$ cat config.mk
export PLATFORM = sky130hd
export DESIGN_NAME = axi_probe
export DESIGN_NICKNAME = d
export VERILOG_FILES = /design/src/rtl/axi_probe.sv
export SDC_FILE = /design/constraint.sdc
export NUM_CORES = 1
export LEC_CHECK = 0
export BUFFER_PORTS_ARGS = -buffer_cell sky130_fd_sc_hd__buf_4
export CORE_ASPECT_RATIO = 0.5
export CORE_MARGIN = 2
export CORE_UTILIZATION = 55
export DETAILED_ROUTE_END_ITERATION = 10
export GPL_TIMING_DRIVEN = 0
export PLACE_DENSITY_LB_ADDON = 0.25
export SLEW_MARGIN = 40
export SYNTH_ARGS = -nofsm -noshare
export SYNTH_HDL_FRONTEND = slang
export SYNTH_SLANG_ARGS = --single-unit
$ cat constraint.sdc
create_clock -name clk -period 10.6 [get_ports clk]
set_input_delay 2.12 -clock clk [delete_from_list [all_inputs] [get_ports clk]]
set_output_delay 2.12 -clock clk [all_outputs]
set_load 0.005 [all_outputs]
$ cat src/rtl/axi_probe.sv
// Debug AXI3 initiator: issues one programmed single-beat read or write and records
// response, read data and latency; pulses trig when the response outlasts TIMEOUT.
module axi_probe #(
    parameter logic [31:0] BASEADDR  = 32'h0000_0000,
    parameter int unsigned CNTRWIDTH = 20,
    parameter int unsigned DW        = 32
) (
    input  logic            clk,
    input  logic            rst,
    output logic [3:0]      axi_awid,
    output logic [31:0]     axi_awaddr,
    output logic [3:0]      axi_awlen,
    output logic [2:0]      axi_awsize,
    output logic [1:0]      axi_awburst,
    output logic [1:0]      axi_awlock,
    output logic [3:0]      axi_awcache,
    output logic [2:0]      axi_awprot,
    output logic [3:0]      axi_awqos,
    output logic            axi_awvalid,
    input  logic            axi_awready,
    output logic [3:0]      axi_wid,
    output logic [DW-1:0]   axi_wdata,
    output logic [DW/8-1:0] axi_wstrb,
    output logic            axi_wlast,
    output logic            axi_wvalid,
    input  logic            axi_wready,
    input  logic [1:0]      axi_bresp,
    input  logic            axi_bvalid,
    output logic            axi_bready,
    output logic [3:0]      axi_arid,
    output logic [31:0]     axi_araddr,
    output logic [3:0]      axi_arlen,
    output logic [2:0]      axi_arsize,
    output logic [1:0]      axi_arburst,
    output logic [1:0]      axi_arlock,
    output logic [3:0]      axi_arcache,
    output logic [2:0]      axi_arprot,
    output logic [3:0]      axi_arqos,
    output logic            axi_arvalid,
    input  logic            axi_arready,
    input  logic [DW-1:0]   axi_rdata,
    input  logic [1:0]      axi_rresp,
    input  logic            axi_rvalid,
    output logic            axi_rready,
    input  logic [31:0]     bus_addr,
    input  logic            bus_wr,
    input  logic            bus_rd,
    input  logic [31:0]     bus_wdata,
    output logic [31:0]     bus_rdata,
    output logic            trig,
    output logic            busy
);

    localparam int unsigned CW    = CNTRWIDTH;
    localparam int unsigned LANES = DW / 32;
    localparam int unsigned SW    = DW / 8;
    localparam logic [31:0] AXI_PROBE_ID_CONST = 32'h5052_4F42;

    localparam logic [3:0] R_ID      = 4'd0;
    localparam logic [3:0] R_CTRL    = 4'd1;
    localparam logic [3:0] R_ADDR    = 4'd2;
    localparam logic [3:0] R_WDATA   = 4'd3;
    localparam logic [3:0] R_WSTRB   = 4'd4;
    localparam logic [3:0] R_TIMEOUT = 4'd5;
    localparam logic [3:0] R_STATUS  = 4'd6;
    localparam logic [3:0] R_RDATA   = 4'd7;
    localparam logic [3:0] R_LAT     = 4'd8;

    typedef enum logic [2:0] {S_IDLE, S_AR, S_R, S_AW_W, S_B} state_t;

    state_t         state, state_nxt;
    logic           arvalid_nxt, awvalid_nxt, wvalid_nxt, rready_nxt, bready_nxt;
    logic           launch, fin_r, fin_b;

    logic [31:0]    diff;
    logic           hit;
    logic [3:0]     off;
    logic           ctrl_wr, start, dir, clr;

    logic [31:0]    addr_r, wdata_r, rdata_r;
    logic [3:0]     wstrb_r;
    logic [CW-1:0]  timeout_r, tcnt, lat;
    logic           done, tmo;
    logic [1:0]     resp;

    logic [31:0]    ax_addr_q;
    logic [31:0]    wdata_q;
    logic [3:0]     wstrb_q;
    logic           lane;

    // Constant AXI attributes: single 32-bit INCR beat, ID 0
    assign axi_awid    = 4'd0;
    assign axi_awlen   = 4'd0;
    assign axi_awsize  = 3'b010;
    assign axi_awburst = 2'b01;
    assign axi_awlock  = 2'b00;
    assign axi_awcache = 4'd0;
    assign axi_awprot  = 3'd0;
    assign axi_awqos   = 4'd0;
    assign axi_arid    = 4'd0;
    assign axi_arlen   = 4'd0;
    assign axi_arsize  = 3'b010;
    assign axi_arburst = 2'b01;
    assign axi_arlock  = 2'b00;
    assign axi_arcache = 4'd0;
    assign axi_arprot  = 3'd0;
    assign axi_arqos   = 4'd0;
    assign axi_wid     = 4'd0;
    assign axi_wlast   = 1'b1;

    // Payload is frozen at launch so register writes mid-flight cannot disturb it
    assign lane       = (LANES > 1) ? ax_addr_q[2] : 1'b0;
    assign axi_awaddr = ax_addr_q;
    assign axi_araddr = ax_addr_q;
    assign axi_wdata  = {LANES{wdata_q}};
    assign axi_wstrb  = SW'(SW'(wstrb_q) << (4 * lane));

    // Register decode
    always_comb begin
        diff    = bus_addr - BASEADDR;
        hit     = diff < 32'h0000_0040;
        off     = diff[5:2];
        ctrl_wr = bus_wr && hit && (off == R_CTRL);
        start   = ctrl_wr && bus_wdata[0];
        dir     = bus_wdata[1];
        clr     = ctrl_wr && bus_wdata[2];
    end

    always_ff @(posedge clk or posedge rst) begin
        if (rst) begin
            addr_r    <= '0;
            wdata_r   <= '0;
            wstrb_r   <= '0;
            timeout_r <= '0;
        end else if (bus_wr && hit) begin
            case (off)
                R_ADDR:    addr_r    <= bus_wdata;
                R_WDATA:   wdata_r   <= bus_wdata;
                R_WSTRB:   wstrb_r   <= bus_wdata[3:0];
                R_TIMEOUT: timeout_r <= CW'(bus_wdata);
                default:   ;
            endcase
        end
    end

    always_ff @(posedge clk or posedge rst) begin
        if (rst) begin
            bus_rdata <= '0;
        end else if (bus_rd && hit) begin
            case (off)
                R_ID:      bus_rdata <= AXI_PROBE_ID_CONST;
                R_ADDR:    bus_rdata <= addr_r;
                R_WDATA:   bus_rdata <= wdata_r;
                R_WSTRB:   bus_rdata <= 32'(wstrb_r);
                R_TIMEOUT: bus_rdata <= 32'(timeout_r);
                R_STATUS:  bus_rdata <= {26'd0, resp, 1'b0, tmo, done, busy};
                R_RDATA:   bus_rdata <= rdata_r;
                R_LAT:     bus_rdata <= 32'(lat);
                default:   bus_rdata <= '0;
            endcase
        end
    end

    always_ff @(posedge clk or posedge rst) begin
        if (rst) begin
            state       <= S_IDLE;
            axi_arvalid <= 1'b0;
            axi_awvalid <= 1'b0;
            axi_wvalid  <= 1'b0;
            axi_rready  <= 1'b0;
            axi_bready  <= 1'b0;
            busy        <= 1'b0;
        end else begin
            state       <= state_nxt;
            axi_arvalid <= arvalid_nxt;
            axi_awvalid <= awvalid_nxt;
            axi_wvalid  <= wvalid_nxt;
            axi_rready  <= rready_nxt;
            axi_bready  <= bready_nxt;
            busy        <= (state_nxt != S_IDLE);
        end
    end

    // Next state and next values of the registered handshake outputs
    always_comb begin
        state_nxt   = state;
        arvalid_nxt = axi_arvalid;
        awvalid_nxt = axi_awvalid;
        wvalid_nxt  = axi_wvalid;
        rready_nxt  = 1'b0;
        bready_nxt  = 1'b0;
        launch      = 1'b0;
        fin_r       = 1'b0;
        fin_b       = 1'b0;
        case (state)
            S_IDLE: begin
                if (start) begin
                    launch = 1'b1;
                    if (dir) begin
                        state_nxt   = S_AW_W;
                        awvalid_nxt = 1'b1;
                        wvalid_nxt  = 1'b1;
                    end else begin
                        state_nxt   = S_AR;
                        arvalid_nxt = 1'b1;
                    end
                end
            end
            S_AR: begin
                if (axi_arready) begin
                    arvalid_nxt = 1'b0;
                    rready_nxt  = 1'b1;
                    state_nxt   = S_R;
                end
            end
            S_R: begin
                if (axi_rvalid) begin
                    fin_r     = 1'b1;
                    state_nxt = S_IDLE;
                end else begin
                    rready_nxt = 1'b1;
                end
            end
            S_AW_W: begin
                awvalid_nxt = axi_awvalid && !axi_awready;
                wvalid_nxt  = axi_wvalid && !axi_wready;
                if ((!axi_awvalid || axi_awready) && (!axi_wvalid || axi_wready)) begin
                    bready_nxt = 1'b1;
                    state_nxt  = S_B;
                end
            end
            S_B: begin
                if (axi_bvalid) begin
                    fin_b     = 1'b1;
                    state_nxt = S_IDLE;
                end else begin
                    bready_nxt = 1'b1;
                end
            end
            default: state_nxt = S_IDLE;
        endcase
    end

    // Status, captured data, latency and timeout counters
    always_ff @(posedge clk or posedge rst) begin
        if (rst) begin
            done      <= 1'b0;
            tmo       <= 1'b0;
            resp      <= 2'd0;
            rdata_r   <= '0;
            lat       <= '0;
            tcnt      <= '0;
            trig      <= 1'b0;
            ax_addr_q <= '0;
            wdata_q   <= '0;
            wstrb_q   <= '0;
        end else begin
            trig <= 1'b0;
            if (launch) begin
                done      <= 1'b0;
                tmo       <= 1'b0;
                resp      <= 2'd0;
                lat       <= '0;
                tcnt      <= '0;
                ax_addr_q <= addr_r;
                wdata_q   <= wdata_r;
                wstrb_q   <= wstrb_r;
            end else if (state == S_IDLE) begin
                if (clr) begin
                    done    <= 1'b0;
                    tmo     <= 1'b0;
                    resp    <= 2'd0;
                    rdata_r <= '0;
                    lat     <= '0;
                end
            end else begin
                if (lat != '1) lat <= lat + CW'(1);
                if ((timeout_r != '0) && (tcnt < timeout_r)) begin
                    tcnt <= tcnt + CW'(1);
                    if ((tcnt + CW'(1)) == timeout_r) begin
                        tmo  <= 1'b1;
                        trig <= 1'b1;
                    end
                end
                if (fin_r) begin
                    rdata_r <= 32'(axi_rdata >> (32 * lane));
                    resp    <= axi_rresp;
                    done    <= 1'b1;
                end
                if (fin_b) begin
                    resp <= axi_bresp;
                    done <= 1'b1;
                end
            end
        end
    end

endmodule

=== After elaboration in Yosys (flattened, before gate mapping) ===
Cells that the tools add are included.

* Bits in registers: 274
* Bits of input ports: 109
* Output and inout bits: 196
* Word-level logic and storage cells: 142

* $add $sub $neg: 2
* Magnitude comparators: 2
* Equal/unequal tests: 21
* Mux-type cells: 56
* Bitwise gates (word level): 1
* Reductions and logical operators: 38

{| class="wikitable"
|+ Operators with widths
! cell !! count
|-
| $pmux 32 s8 || 1
|-
| $mux 20 || 7
|-
| $mux 32 || 3
|-
| $add 20x1->20 const B || 2
|-
| $lt 32x7->1 const B || 1
|-
| $mux 1 || 28
|-
| $eq 20x20->1 || 1
|-
| $lt 20x20->1 || 1
|-
| $ne 20x20->1 const B || 1
|-
| $reduce_bool 20->1 || 1
|-
| $eq 4x3->1 const B || 4
|-
| $mux 3 || 5
|-
| $pmux 3 s5 || 1
|-
| $reduce_and 2->1 || 7
|-
| $mux 2 || 6
|-
| $ne 2x2->1 const B || 6
|-
| $reduce_bool 3->1 || 4
|-
| $pmux 1 s2 || 5
|-
| $logic_and 1x1->1 || 9
|-
| $reduce_and 3->1 || 3
|-
| $eq 4x2->1 const B || 2
|-
| $reduce_bool 2->1 || 4
|-
| $eq 3x2->1 const B || 2
|-
| $eq 4x1->1 const B || 1
|-
| other kinds (11) || 15
|}

=== Depth between registers and ports, before layout ===
Gate-level depths: netlist of the first run.

* Word-level depth: 8
* Depth in mapped cells: 11
* Mapped depth without buffers: 9

=== Least setup slack after synthesis of the first run ===
No wires, ideal clock.

* Path type: in2reg
* From: input bus_addr[24]
* To: register addr_r[10]
* Setup time: 128 ps
* Arrival: 3,892 ps
* Required time: 10,472 ps
* Path slack: 6,580 ps
* Stages on the path: 8
* Path buffers: 2
* Path through: nor4_1 -> nand4_1 -> nor2_1 -> nand2_1 -> nor3_1 -> buf_2 -> buf_2 -> mux2_1

* Longest elaborated chain between the ends: 3

{| class="wikitable"
|+ Ends and longest elaborated chain
! element !! line !! text
|-
| start, declared || 45 || <nowiki>input logic [31:0] bus_addr,</nowiki>
|-
| $lt 32x7->1 || 121 || <nowiki>hit = diff < 32'h0000_0040;</nowiki>
|-
| $logic_and 1x1->1 || 135 || <nowiki>end else if (bus_wr && hit) begin</nowiki>
|-
| $reduce_and 2->1 (no source line) || -- ||
|-
| end signal, assigned || 137 || <nowiki>R_ADDR: addr_r <= bus_wdata;</nowiki>
|-
| end, declared || 80 || <nowiki>logic [31:0] addr_r, wdata_r, rdata_r;</nowiki>
|}

Every way passes these cells.
A chain may end at the register's enable or synchronous reset.

=== Worst setup path in the final report of the first run ===
* From: input bus_addr[5]
* To: register wdata_q[30] (netlist: axi_wdata[30])

* Longest elaborated chain between the ends: 6
* Elaborated cells on any way between the ends: 7
* Those cells by class: order compare (1); eq/ne (1); mux (2); reduce/logical (3)

{| class="wikitable"
|+ Ends and longest elaborated chain
! element !! line !! text
|-
| $lt 32x7->1 || 121 ||
|-
| $logic_and 1x1->1 || 123 || <nowiki>ctrl_wr = bus_wr && hit && (off == R_CTRL);</nowiki>
|-
| $logic_and 1x1->1 (*) || 123 ||
|-
| $logic_and 1x1->1 (*) || 124 || <nowiki>start = ctrl_wr && bus_wdata[0];</nowiki>
|-
| $mux 1 (*) || 197 || <nowiki>if (start) begin</nowiki>
|-
| $mux 1 (*) || 195 || <nowiki>case (state)</nowiki>
|-
| end signal, assigned || 266 || <nowiki>wdata_q <= wdata_r;</nowiki>
|-
| end, declared || 87 || <nowiki>logic [31:0] wdata_q;</nowiki>
|}

Mark *: on every way between the ends. The rest lies on a longest branch, timed or not.

==> metrics.md, run 1 <==
| Metric | Value |
|---|---|
| Cell with the most instances on the worst path | `nand2_1` |
| Outcome | `completed` |
| Worst path slowest cell | `nor4b_1` |
| Multi-input logic area | `5960 um^2` |
| Pre-antenna DRT Iters | `5` |
| Clock skew | `0.0138 ns` |
| Initial detailed-routing violation count | `1462` |
| Clock transition at the registers of the reported paths | `0.07 ns` |
| Primary FF master, synth | `dfrtp_1` |
| Top post-synthesis cells by count | `374 x nand2_1, 274 x dfrtp_1, 89 x buf_4, 73 x o21ai_0, 56 x mux2_2` |
| CP top delay family | `simple AND/OR/NAND/NOR gates` |
| Clk sink count | `274` |
| Placer Congestion | `0.941` |
| EDFF count, synth | `0` |
| Total number of yosys warnings | `0` |
| Setup TNS | `0 ns` |
| CP Buf/Inv Count | `3` |
| Number of synthesized register bits | `274` |
| Cell with the most instances after synthesis | `nand2_1` |
| P&R area growth vs syn | `25.1%` |
| Util after Layout | `70.9%` |
| Tcrit/Tclk final | `45.8%` |
| P_sw | `522 uW` |
| Gr ovfl total | `0` |
| Full die area | `26400 um^2` |
| Fin. Hold Viols | `0` |
| VDD IR max | `0.102 mV` |
| Core Area | `24300 um^2` |
| Port Buffers | `245` |
| Max Buffers Root-to-Sink | `3` |
| Synthesized area | `13800 um^2` |
| Setup Crit Path Kind | `in -> reg` |
| Seq pwr share | `48.2%` |
| Via-to-Cell Ratio | `5.77` |
| Max incr delay on CP | `0.71 ns` |
| Clk pwr share | `44.8%` |
| Die height | `116 um` |
| Worst-path fanout max | `10` |
| Max Slew Vio Count | `0` |
| Crit-path cells | `buf_4, nor4b_1, nor4b_2, nand3_1, clkbuf_2, clkbuf_1, nand2_1, nand2_1` |
| Max Clk Rate | `206 MHz` |
| Worst Hold Margin | `0.468 ns` |
| Layout fillers | `1885` |
| Post-synthesis average cell area | `9.43 um^2` |
| WP data arrival | `5.28 ns` |
| Antenna Nets Post-Route | `0` |
| Simple-gate share of the synthesized area | `17.3%` |
| Unrepaired setup endpoints after global routing | `false` |
| Final setup viols | `0` |
| Crit path capture type | `register` |
| Final min period | `4.85 ns` |
| Internal power | `1700 uW` |
| Sequential cell area fraction in the yosys report | `49.8%` |
| Wirelength, routed | `43.7 mm` |
| Crit path required time | `11.03 ns` |
| Cts hold-fix bufs | `0` |
| Least-Margin Pin Slew | `0.824 ns` |
| Cell accounting for the most synthesized area | `dfrtp_1` |
| Startpoint Class | `input port` |
| Post-DP HPWL | `33.8 mm` |
| Adder-Cell Fraction of Synth Area | `2.00%` |
| Combinational power share | `7.1%` |
| Syn Inst Count | `1459` |
| CTS resizes | `0` |
| Nets | `1919` |
| Vias | `12400` |
| Max Cap Violations | `0` |
| TritonCTS clock tree | `done` |
| Rel. slew slack | `44.3%` |
| Area share of the leading cell type in the synthesized netlist | `49.8%` |
| Post-Synth XOR/XNOR Area | `1.97%` |
| Mux cell area share after synthesis | `6.45%` |
| Share of layout cells above drive strength 1 | `26.4%` |
| Number of antenna diodes | `0` |
| Die X | `228 um` |
| Hold Crit Class | `reg -> reg` |
| Global Route Usage Sum | `33.0%` |
| Root buffer cell | `clkbuf_16` |
| Post-CTS Setup Bufs | `0` |
| Initial Util | `56.7%` |
| Deepest level of the CTS H-tree | `1` |
| Clock Latency Late Sink | `0.55 ns` |
| Pleak | `0.00882 uW` |
| Row count | `40` |
| First-pass GRT wire length | `66.0 mm` |
| Switching Fraction | `23.5%` |
| Distinct cells, synth | `65` |
| Largest net degree at the start of global routing | `83` |
| IO Pins | `305` |
| Top cells by area, synth | `dfrtp_1 50%, nand2_1 10%, buf_4 4.9%` |
| Pwr Density | `129 nW/um^2` |
| Drt wl/cell | `20.4 um` |
| Initial antenna violation count | `2` |
| Remaining DRCs | `0` |
| Num CTS Buffers | `24` |
| Asr flop ratio synth | `100%` |
| Number of global-route vias before repair | `11800` |
| Seq. cell area | `6860 um^2` |
| Largest family of logic cells by synthesized area | `simple AND/OR/NAND/NOR gates` |
| Post-synthesis compound-gate area fraction | `14.0%` |
-- cell families after synthesis --
group	Yosys count
simple gates	547
flops	274
compound gates	292
fa+ha+maj	22
mux	80
xor+xnor	31
buf+inv	211
other cells	2
-- state kept, by name, summed over array words and instances, names as in the netlist --
register     count
addr_r          32
axi_araddr      32
axi_wdata       32
bus_rdata       32
rdata_r         32
wdata_r         32
lat             20
tcnt            20
timeout_r       20
axi_wstrb        4
wstrb_r          4
state            3
resp             2
axi_arvalid      1
axi_awvalid      1
axi_bready       1
axi_rready       1
axi_wvalid       1
busy             1
done             1
tmo              1
trig             1
-- power by group through the flow --
stage | registers, uW | clock network, uW | logic, uW
floorplan | 1080 | 0 | 86.3
global placement | 1090 | 0 | 145
detailed placement | 1090 | 0 | 153
CTS | 1070 | 990 | 153
global route | 1070 | 1040 | 171
finish | 1070 | 994 | 157
-- placed cells by master, fill, tap and decap left out, types with 7 or more instances in the layout --
cell / synthesis / final
a21oi_1: 43 / 43
a222oi_1: 7 / 7
a22o_1: 42 / 42
a22oi_1: 35 / 35
a31oi_1: 16 / 16
and3_1: 11 / 11
buf_2: 26 / 26
buf_4: 89 / 334
clkbuf_1: 49 / 51
clkbuf_16: 0 / 24
conb_1: 2 / 57
dfrtp_1: 274 / 274
ha_1: 22 / 22
inv_1: 43 / 42
mux2_1: 13 / 13
mux2_2: 56 / 56
mux2i_1: 11 / 11
nand2_1: 374 / 374
nand2b_1: 7 / 7
nand3_1: 27 / 27
nand4_1: 16 / 16
nor2_1: 48 / 48
nor2b_1: 7 / 7
nor3_1: 11 / 10
nor4_1: 17 / 16
o21ai_0: 73 / 73
o21ai_1: 32 / 32
or3_1: 9 / 9
xnor2_1: 20 / 20
xor2_1: 11 / 11
-- metrics by stage --
stage | instance area [um^2] | instances | setup WS [ns] | power (uW)
6_report | 17200 | 2142 | 5.75 | 2220
2_1_floorplan | 14000 | 1514 | 0.928 | 1170
4_1_cts | 17200 | 2142 | 5.85 | 2210
3_3_place_gp | 16200 | 2095 | -1.64 | 1240
3_5_place_dp | 16300 | 2098 | 5.31 | 1240
5_1_grt | 17200 | 2142 | 5.71 | 2280
-- path summary, 6_finish.rpt --
path	from	endpoint	slack, ns	cells after the start
max in group asynchronous	rst	axi_rready	7.92	4
min in group asynchronous	rst	axi_araddr[30]	1.62	2
worst max-delay path	bus_addr[5]	axi_wdata[30]	5.75	8
worst max register to register	timeout_r[5]	tcnt[14]	7.30	11
worst min register to register	axi_wdata[10]	axi_wdata[10]	0.47	2
worst min-delay path	axi_wdata[10]	axi_wdata[10]	0.47	2
-- layer usage --
layer / up-vias / GRT usage [%] / part of all wire (%) / routed length (um)
li1: 5560 / - / - / -
met1: 6090 / 45.1 / 41 / 18100
met2: 602 / 52.9 / 46 / 20200
met3: 105 / 7.18 / 8.9 / 3900
met4: 0 / 11.6 / 3.5 / 1510
met5: - / 0 / 0 / 0
-- area by class of cell --
type	count	area share, %
clock inverter	12	1.16
tap	336	2.44
timing repair buffer	248	11.2
sequential	274	39.9
inverter	43	0.982
clock buffer	32	3.96
multi-input combinational	1029	34.6
buffer	168	5.80
-- worst reg2reg max path: cells and delay by family, from the launching register on --
family | cells | cell delay, ns
adder cells (fa/ha/maj) | 1 | 0.32
flip-flops | 1 | 0.49
AO/OA/AOI/OAI | 7 | 1.62
buffers and inverters | 3 | 0.80
(Power assumes the default switching activity.)
==> run 2: changes to the inputs <==
==> constraint.sdc (replaced) <==
create_clock -name clk -period 4.75 [get_ports clk]
set_input_delay 0.95 -clock clk [delete_from_list [all_inputs] [get_ports clk]]
set_output_delay 0.95 -clock clk [all_outputs]
set_load 0.005 [all_outputs]
==> metrics.md, run 2 (same netlist as run 1, synthesis figures left out) <==
| Metric | Value |
|---|---|
| Outcome | `completed` |
| Pre-antenna DRT Iters | `7` |
| Worst-path fanout max | `10` |
| Hold Crit Class | `in -> async` |
| Pleak | `0.00889 uW` |
| Pwr Density | `280 nW/um^2` |
| TritonCTS clock tree | `done` |
| Vias | `12400` |
| Deepest level of the CTS H-tree | `1` |
| P&R area growth vs syn | `26.2%` |
| Fin. Hold Viols | `0` |
| Internal power | `3680 uW` |
| Clk sink count | `274` |
| Clock skew | `0.0197 ns` |
| Clk pwr share | `43.1%` |
| Post-DP HPWL | `34.4 mm` |
| Worst Hold Margin | `0.428 ns` |
| Placed cell areas | `16500 um^2` |
| Global Route Usage Sum | `33.5%` |
| Cts hold-fix bufs | `0` |
| Max Clk Rate | `268 MHz` |
| Clock transition at the registers of the reported paths | `0.07 ns` |
| Setup Crit Path Kind | `in -> reg` |
| Placer Congestion | `0.949` |
| Commonest non-fill, non-tap cells in the layout | `374 x nand2_1, 334 x buf_4, 274 x dfrtp_1` |
| WP data arrival | `4.18 ns` |
| Final min period | `3.73 ns` |
| Root buffer cell | `clkbuf_16` |
| Row count | `40` |
| Gr ovfl total | `0` |
| IO Pins | `305` |
| Max Slew Vio Count | `0` |
| VDD IR max | `0.194 mV` |
| Nets | `1929` |
| Startpoint Class | `input port` |
| Tcrit/Tclk final | `78.5%` |
| Post-CTS Setup Bufs | `0` |
| Die X | `228 um` |
| Core Area | `24300 um^2` |
| Leading cell type in the layout, fill and taps excluded | `nand2_1` |
| Layout fillers | `1851` |
| Rel. slew slack | `34.9%` |
| Initial Util | `56.7%` |
| Combinational power share | `7.7%` |
| Crit path capture type | `register` |
| Largest net degree at the start of global routing | `29` |
| Max Cap Violations | `0` |
| Crit path required time | `5.20 ns` |
| Unrepaired setup endpoints after global routing | `false` |
| Antenna Nets Post-Route | `0` |
| Port Buffers | `245` |
| Switching Fraction | `24.3%` |
| Final setup viols | `0` |
| Initial antenna violation count | `2` |
| P_sw | `1180 uW` |
| Wirelength, routed | `44.1 mm` |
| Via-to-Cell Ratio | `5.75` |
| Number of global-route vias before repair | `11600` |
| Full die area | `26400 um^2` |
| CTS resizes | `0` |
| Seq. cell area | `6860 um^2` |
| Initial detailed-routing violation count | `1401` |
| Least-Margin Pin Slew | `0.963 ns` |
| First-pass GRT wire length | `66.1 mm` |
| Multi-input logic area | `5950 um^2` |
| Remaining DRCs | `0` |
| Max Buffers Root-to-Sink | `3` |
| Worst r2r path cells | `11` |
| Setup TNS | `0 ns` |
| Die height | `116 um` |
| Share of layout cells above drive strength 1 | `26.8%` |
| Drt wl/cell | `20.5 um` |
| Fin area | `17400 um^2` |
| Clock Latency Late Sink | `0.56 ns` |
| Seq pwr share | `49.2%` |
| Num CTS Buffers | `25` |
## run 2: changes by cell type in the layout (fill, tap and decap cells not counted), sizes merged
cell	previous run	this run
buf	367	376
clkbuf	81	82
bufinv	5	1
diode	0	1
clkinvlp	1	4
## run 2: final timing paths
kind	startpoint	endpoint	slack (ns)
worst min register to register	axi_wdata[26]	axi_wdata[26]	0.47
max in group asynchronous	rst	tcnt[10]	3.08
min in group clk	axi_wdata[26]	axi_wdata[26]	0.47
worst max register to register	timeout_r[5]	tcnt[15]	1.47
worst min-delay path	rst	axi_araddr[17]	0.43
worst max-delay path	bus_addr[5]	axi_wdata[24]	1.02
## run 2: per-stage QoR
| step | setup WS [ns] | std cells | total power, uW | utilization [%] |
|---|---|---|---|---|
| final | 1.02 | 2152 | 4860 | 71.5 |
| after global routing | 1.04 | 2151 | 5010 | 71.5 |
| after CTS | 1.25 | 2151 | 4850 | 71.5 |
| after detailed placement | 0.630 | 2107 | 2800 | 68.0 |
| after global placement | -1.26 | 2095 | 2760 | 66.8 |
| after floorplan | 0.177 | 1514 | 2610 | - |
## run 2: routing by layer
| layer | vias up | global-route usage, % | share of wire (%) |
|---|---|---|---|
| met5 | - | 0 | 0.029 |
| met4 | 2 | 10.3 | 3.1 |
| met3 | 114 | 7.05 | 8.3 |
| met2 | 594 | 52.4 | 45 |
| met1 | 6095 | 47.5 | 43 |
| li1 | 5575 | - | - |
## run 2: cell type report
type | instances | share of cell area [%]
clock buffer | 33 | 4.24
clock inverter | 11 | 0.613
tap | 336 | 2.42
inverter | 43 | 0.951
buffer | 168 | 5.75
timing repair buffer | 257 | 12.2
antenna | 1 | 0.0144
sequential | 274 | 39.5
multi-input combinational | 1029 | 34.3
## run 2: worst max-delay path, stage by stage
cell      delay (ns)
buf_4           0.14
nor4b_1         0.83
nor4b_2         0.51
nand3_1         0.60
clkbuf_2        0.53
clkbuf_1        0.39
nand2_1         0.16
nand2_1         0.06
## run 2: power groups by stage
stage	registers, uW	logic [uW]	clock network, uW
floorplan	2420	193	0
global placement	2430	326	0
detailed placement	2430	365	0
CTS	2390	366	2100
global route	2390	408	2210
finish	2390	374	2090
